$ cat src/rtl/riscv_mem_arbiter.sv
// Data RAM arbiter between the core load/store path and a loader/DMA port.
// Build option: MEM_ARB_RR_EN selects round-robin conflict arbitration (default: core priority).
module riscv_mem_arbiter #(
   parameter int unsigned AW = 32,
   parameter int unsigned DW = 32,
   parameter int unsigned CW = 16
) (
   input  logic          clk,
   input  logic          rst,
   input  logic          core_rd,
   input  logic          core_wr,
   input  logic [AW-1:0] core_addr,
   input  logic [DW-1:0] core_wdata,
   output logic [DW-1:0] core_rdata,
   output logic          core_stall,
   input  logic          ld_req,
   input  logic          ld_we,
   input  logic [AW-1:0] ld_addr,
   input  logic [DW-1:0] ld_wdata,
   output logic          ld_gnt,
   output logic          ld_rvalid,
   output logic [DW-1:0] ld_rdata,
   output logic          mem_en,
   output logic          mem_we,
   output logic [AW-1:0] mem_addr,
   output logic [DW-1:0] mem_wdata,
   input  logic [DW-1:0] mem_rdata,
   output logic [CW-1:0] stall_cnt
);

   typedef enum logic [1:0] {
      IDLE    = 2'd0,
      CORE_RD = 2'd1,
      LD_RD   = 2'd2
   } state_t;

   state_t state, state_nxt;
   logic   last_gnt, last_gnt_nxt;
   logic   core_req, core_win, ld_win;

   always_comb begin
      core_req = core_rd | core_wr;
`ifdef MEM_ARB_RR_EN
      // last_gnt=1 means the loader won last, so the core takes the next conflict
      core_win = core_req & (~ld_req | last_gnt);
`else
      core_win = core_req;
`endif
      ld_win = ld_req & ~core_win;
   end

   always_ff @(posedge clk or posedge rst) begin
      if (rst) begin
         state    <= IDLE;
         last_gnt <= 1'b1;
      end else begin
         state    <= state_nxt;
         last_gnt <= last_gnt_nxt;
      end
   end

   always_comb begin
      state_nxt    = state;
      last_gnt_nxt = last_gnt;
      core_rdata   = '0;
      core_stall   = 1'b0;
      ld_gnt       = 1'b0;
      ld_rvalid    = 1'b0;
      ld_rdata     = '0;
      mem_en       = 1'b0;
      mem_we       = 1'b0;
      mem_addr     = '0;
      mem_wdata    = '0;
      case (state)
         IDLE: begin
            if (core_win) begin
               mem_en       = 1'b1;
               mem_we       = core_wr;
               mem_addr     = core_addr;
               mem_wdata    = core_wdata;
               core_stall   = ~core_wr;
               last_gnt_nxt = 1'b0;
               if (!core_wr) state_nxt = CORE_RD;
            end else begin
               core_stall = core_req;
               if (ld_win) begin
                  ld_gnt       = 1'b1;
                  mem_en       = 1'b1;
                  mem_we       = ld_we;
                  mem_addr     = ld_addr;
                  mem_wdata    = ld_wdata;
                  last_gnt_nxt = 1'b1;
                  if (!ld_we) state_nxt = LD_RD;
               end
            end
         end
         CORE_RD: begin
            core_rdata = mem_rdata;
            state_nxt  = IDLE;
         end
         LD_RD: begin
            ld_rvalid  = 1'b1;
            ld_rdata   = mem_rdata;
            core_stall = core_req;
            state_nxt  = IDLE;
         end
         default: state_nxt = IDLE;
      endcase
      // outputs are held quiet for the whole time reset is asserted
      if (rst) begin
         state_nxt    = IDLE;
         last_gnt_nxt = 1'b1;
         core_rdata   = '0;
         core_stall   = 1'b0;
         ld_gnt       = 1'b0;
         ld_rvalid    = 1'b0;
         ld_rdata     = '0;
         mem_en       = 1'b0;
         mem_we       = 1'b0;
         mem_addr     = '0;
         mem_wdata    = '0;
      end
   end

   always_ff @(posedge clk or posedge rst) begin
      if (rst) begin
         stall_cnt <= '0;
      end else if (core_stall && (stall_cnt != '1)) begin
         stall_cnt <= stall_cnt + CW'(1);
      end
   end

endmodule

$ cat config.mk
export PLATFORM = sky130hd
export DESIGN_NAME = riscv_mem_arbiter
export DESIGN_NICKNAME = d
export VERILOG_FILES = /design/src/rtl/riscv_mem_arbiter.sv
export SDC_FILE = /design/constraint.sdc
export NUM_CORES = 1
export LEC_CHECK = 0
export ABC_AREA = 0
export CAP_MARGIN = 20
export CORE_AREA = 2 2 122 124
export DETAILED_ROUTE_END_ITERATION = 6
export DIE_AREA = 0 0 124 126
export GPL_ROUTABILITY_DRIVEN = 0
export HOLD_SLACK_MARGIN = 0.15
export PLACE_DENSITY = 0.63
export SLEW_MARGIN = 30
export SYNTH_ARGS = -nofsm -noshare
export SYNTH_HDL_FRONTEND = slang
export SYNTH_SLANG_ARGS = --single-unit
$ cat constraint.sdc
create_clock -name clk -period 2.3 [get_ports clk]
set_input_delay 0.46 -clock clk [delete_from_list [all_inputs] [get_ports clk]]
set_output_delay 0.46 -clock clk [all_outputs]
set_load 0.01 [all_outputs]
After elaboration in Yosys (flattened, before gate mapping)
Index checks and enable logic that the tools add are counted.
{ "word_totals": {"register_bits": 18, "latchBits": 0, "ram_bits": 0, "mem_bits_ro": 0, "inputBits": 166, "output_inout_bits": 149, "wordCells": 50, "n_memories": 0} }
{ "classes": {"n_addsub": 1, "multipliers": 0, "div_mod_pow": 0, "order_cmp": 0, "eq_ne": 6, "n_shift": 0, "muxes": 34, "n_bitwise": 4, "reduce_logical": 3} }
{ "ops": {"columns": ["op", "count"], "rows": [
  ["32-bit two-way mux", 12],
  ["16-bit by 1-bit adder with 16-bit output, second input constant", 1],
  ["16-bit != test, second input constant", 1],
  ["1-bit two-way mux", 15],
  ["2-bit two-way mux", 6],
  ["4-bit != test, second input constant", 3],
  ["3-bit AND reduction", 1],
  ["2-bit by 1-bit equality test with 1-bit output, second input constant", 1],
  ["2-bit equality test, second input constant", 1],
  ["2-bit logical NOT", 1],
  ["1-bit inverter", 2],
  ["1-bit one-hot mux with 2 select lines", 1],
  ["1-bit AND", 1],
  ["1-bit logical AND", 1],
  ["1-bit OR", 1]
]} }

Longest topological paths before layout
{ "depth": {"word_depth": 7, "mapped_depth": 7, "depth_no_buf": 5} }

Least setup slack after synthesis
Ideal clock, no wire load.
{ "synth_timing": {"path_type": "input-to-output", "startpoint": "input port rst", "endpoint": "output port mem_addr[0]", "t_arrival_ns": 1.459, "t_required_ns": 1.840, "setup_slack_ns": 0.381, "stages": 6, "path_buffers": 2, "cell_sequence": "nor3_2 > nand2_1 > nor3_2 > buf_2 > buf_4 > a22o_1"} }
{ "synth_between": {"elab_chain_len": 1} }
{ "synth_rtl": {"columns": ["element", "line", "text"], "rows": [
  ["start: declaration", "9", "input logic rst,"],
  ["32-bit two-way mux", "110", "if (rst) begin"],
  ["end: declaration", "25", "output logic [AW-1:0] mem_addr,"]
]} }
No other way between the ends.

Worst setup path after layout
{ "layout_timing": {"startpoint": "register state[0]", "endpoint": "output port mem_addr[27]"} }
{ "layout_between": {"elab_chain_len": 3} }
{ "layout_rtl": {"columns": ["element", "line", "text"], "rows": [
  ["start: declaration", "37", "state_t state, state_nxt;"],
  ["start signal: assignment", "57", "state <= state_nxt;"],
  ["2-bit logical NOT", "74", "case (state)"],
  ["32-bit two-way mux", "74", null],
  ["32-bit two-way mux", "110", null]
]} }
No other way between the ends.

==> metrics.yaml <==
clock_network:
  ctsRootBufferMaster: "clkbuf_16"
  cts_tree: "yes"
  clk_path_buf_depth: 2
  h-tree-depth: 1
  cts_buffers: 3
  path_clk_slew_ns: 0.05
  clock_latency_ns: 0.25
  ctsHoldBuffers: 0
  clock-sinks: 18
timing:
  fin_skew_ns: 0.00359
  tns_ns: -1.83
  fmax_mhz: 419
  drv_slew: 0
  slew_headroom: 0.700
  min_period_ns: 2.39
  fin_ws_ns: -0.0864
  rsz0062_at_grt: "yes"
  period_share: 1.04
  hold_viol_final: 0
  setup_viol: 56
  worstMarginPinSlew_ns: 0.446
synth:
  synth_adder_area_share: 0.00597
  syn_area_um2: 2100
  yosysMostFrequentCell: "a22o_1"
  synth_compound_area_frac: 0.300
  syn_nets: 410
  yosys-top-cells-count: "65 x a22o_1, 33 x and2_1, 32 x and3_1"
  synth_edf_count: 0
  yosysTopAreaCellShare: 0.272
  seq_area_frac_synth: 0.215
  synth_top_family_by_area: "simple AND/OR/NAND/NOR gates"
  synthCells: 243
  synth-xor-area-share: 0.0418
  async_flop_share: 1.00
  netlist_top_cells_area: "a22o_1 27%, dfrtp_1 21%, and2_1 9.9%"
  ys_types: 43
  synth_top_area_cell: "a22o_1"
  ys.flop_type: "dfrtp_1"
  yosys_warnings: 0
  postSynthRegisterBits: 18
  synth.mux.area_fraction: 0.0221
  synth-simple-area-share: 0.351
  syn_area_per_cell_um2: 8.62
setup_path:
  rrSetupSlack_ns: 0.42
  worst-endpoint-arrival_ns: 1.93
  max_stage_delay_ns: 0.40
  r2r-start: "state[0]$_DFFE_PP0P_"
  critical_path.cell_chain: "nor3_4 > buf_4 > buf_6 > o21a_4 > buf_12 > buf_12 > buf_4 > a22o_1 > buf_6"
  cp.required_ns: 1.84
  critPathKind: "reg2out"
  cp_max_fo: 8
  cp-start-kind: "flip-flop"
  r2r-end: "stall_cnt[12]$_DFFE_PP0P_"
  slowest_stage: "dfrtp_1"
  end_kind: "output port"
  r2r_cells: 8
min_path:
  hp-class: "in2async"
job:
  maxCapViolCount: 0
detailed_routing:
  vias_per_cell: 4.48
  dr.pass1.iters: 4
  drt_wl_total_mm: 15.6
  drtAntennaViolNets: 0
  drtIter0Drc: 161
  wl_per_cell_um: 19.8
  drc: 0
  vias: 3538
die:
  rows: 44
  start_util: 0.146
  die_h_um: 126
  ios: 315
  core_area_um2: 14300
  die_area_um2: 15600
  die_w_um: 124
status:
  status: "finished with violations"
  violations: "setup timing"
cells_and_area:
  fin_util: 0.440
  nets: 771
  n_fill_cell: 1415
  area_growth_pct: 200
  drive_gt1_frac: 0.270
  final_cells: 789
pwr:
  max-vdd-ir-drop_mv: 0.224
  total_power_mw: 1.90
  p_leak_nw: 3.43
  power_density_nw_per_um2: 301
global_route:
  grt_max_degree: 36
  grt_pass1_vias: 3580
  track_usage: 0.184
  grt_pass1_wl_mm: 21.5
  grt_overflow: 0
  antenna_found_initial: 2
placed_design:
  io_buffers: 314
  post-place-cells: 745
  dp_slack_ns: -0.732
  dpl.hpwl_mm: 12.1
-- cells by family (layout without fill, tap and decap cells) --
| family | after synthesis | count (layout) |
|---|---|---|
| compound gates | 74 | 74 |
| xor+xnor | 10 | 10 |
| fa+ha+maj | 1 | 1 |
| buf+inv | 29 | 389 |
| flops | 18 | 18 |
| mux | 4 | 4 |
| other cells | 0 | 2 |
| simple gates | 107 | 107 |
-- flip-flops by register name, indices dropped and copies added (netlist names) --
| signal | count |
|---|---|
| state | 2 |
| stall_cnt | 16 |
-- area by class of cell --
type / count / area [µm²] / area share
Sequential cell: 18 / 452 / 0.0717
Inverter: 5 / 18.8 / 0.00298
Antenna cell: 2 / 5.00 / 0.000795
Tap cell: 184 / 230 / 0.0366
Multi-Input combinational cell: 196 / 1600 / 0.254
Timing Repair Buffer: 380 / 3900 / 0.620
Clock buffer: 4 / 88.8 / 0.0141
-- worst max-delay path: cells and delay by family (launching register included) --
kind	cells	cell delay (ns)
buffers and inverters	6	0.75
DFF	1	0.40
AOI/OAI and AO/OA	2	0.28
and+or+nand+nor	1	0.22
-- per-layer routing --
metal	track usage	wire length, µm	up-vias
met4	0.0397	287	0
met5	0	0	-
met3	0.0322	1060	16
met1	0.222	6160	1682
li1	-	-	1659
met2	0.338	8120	181
-- placed cells by master, fill, tap and decap left out, types with 2 or more instances in the layout --
| master | Yosys | routed |
|---|---|---|
| nor3_4 | 0 | 2 |
| clkbuf_16 | 0 | 5 |
| buf_16 | 0 | 4 |
| nor4_2 | 2 | 2 |
| dlygate4sd2_1 | 0 | 47 |
| buf_12 | 0 | 19 |
| buf_6 | 0 | 34 |
| clkbuf_2 | 1 | 2 |
| a21oi_1 | 3 | 3 |
| xnor2_1 | 4 | 4 |
| diode_2 | 0 | 2 |
| a22o_4 | 0 | 5 |
| buf_4 | 4 | 25 |
| nand4_1 | 4 | 4 |
| nand2_1 | 3 | 2 |
| a22o_1 | 65 | 60 |
| clkdlybuf4s15_1 | 0 | 2 |
| buf_2 | 7 | 41 |
| nor3_1 | 2 | 2 |
| clkdlybuf4s50_1 | 0 | 177 |
| xor2_1 | 6 | 6 |
| inv_1 | 5 | 5 |
| a31oi_1 | 2 | 2 |
| dfrtp_1 | 18 | 17 |
| nor2_1 | 5 | 4 |
| and2_1 | 33 | 33 |
| and3_1 | 32 | 32 |
| buf_8 | 0 | 6 |
| nand3_1 | 8 | 8 |
| dlymetal6s2s_1 | 0 | 19 |
-- through the flow --
| step | hold slack [ns] | instance area, µm² |
|---|---|---|
| detailed placement | 0.524 | 5730 |
| finish | 0.399 | 6300 |
| floorplan | 0.399 | 2100 |
| global placement | 0.508 | 5730 |
| CTS | 0.535 | 6170 |
| global route | 0.435 | 6290 |
-- worst max-delay path by stage --
stage / startpoint / endpoint
after floorplan: rst / mem_addr[0]
after global placement: rst / mem_wdata[7]
after detailed placement: rst / mem_wdata[5]
after CTS: state[1]$_DFFE_PP0P_ / core_rdata[12]
after global routing: state[0]$_DFFE_PP0P_ / mem_addr[27]
final: state[0]$_DFFE_PP0P_ / mem_addr[27]
-- repair_timing --
action,CTS,global route
gates cloned,11,2
pin swaps,49,27
endpoints found under the setup margin,133,99
buffers inserted,22,11
resized for setup,361,52
-- power by group --
group / switching [mW] / leakage, nW / internal [mW]
clock network: 0.127 / 0.0442 / 0.265
logic: 0.405 / 3.15 / 0.675
registers: 0.0652 / 0.236 / 0.361
No activity file was read; power rests on OpenSTA's default activity.
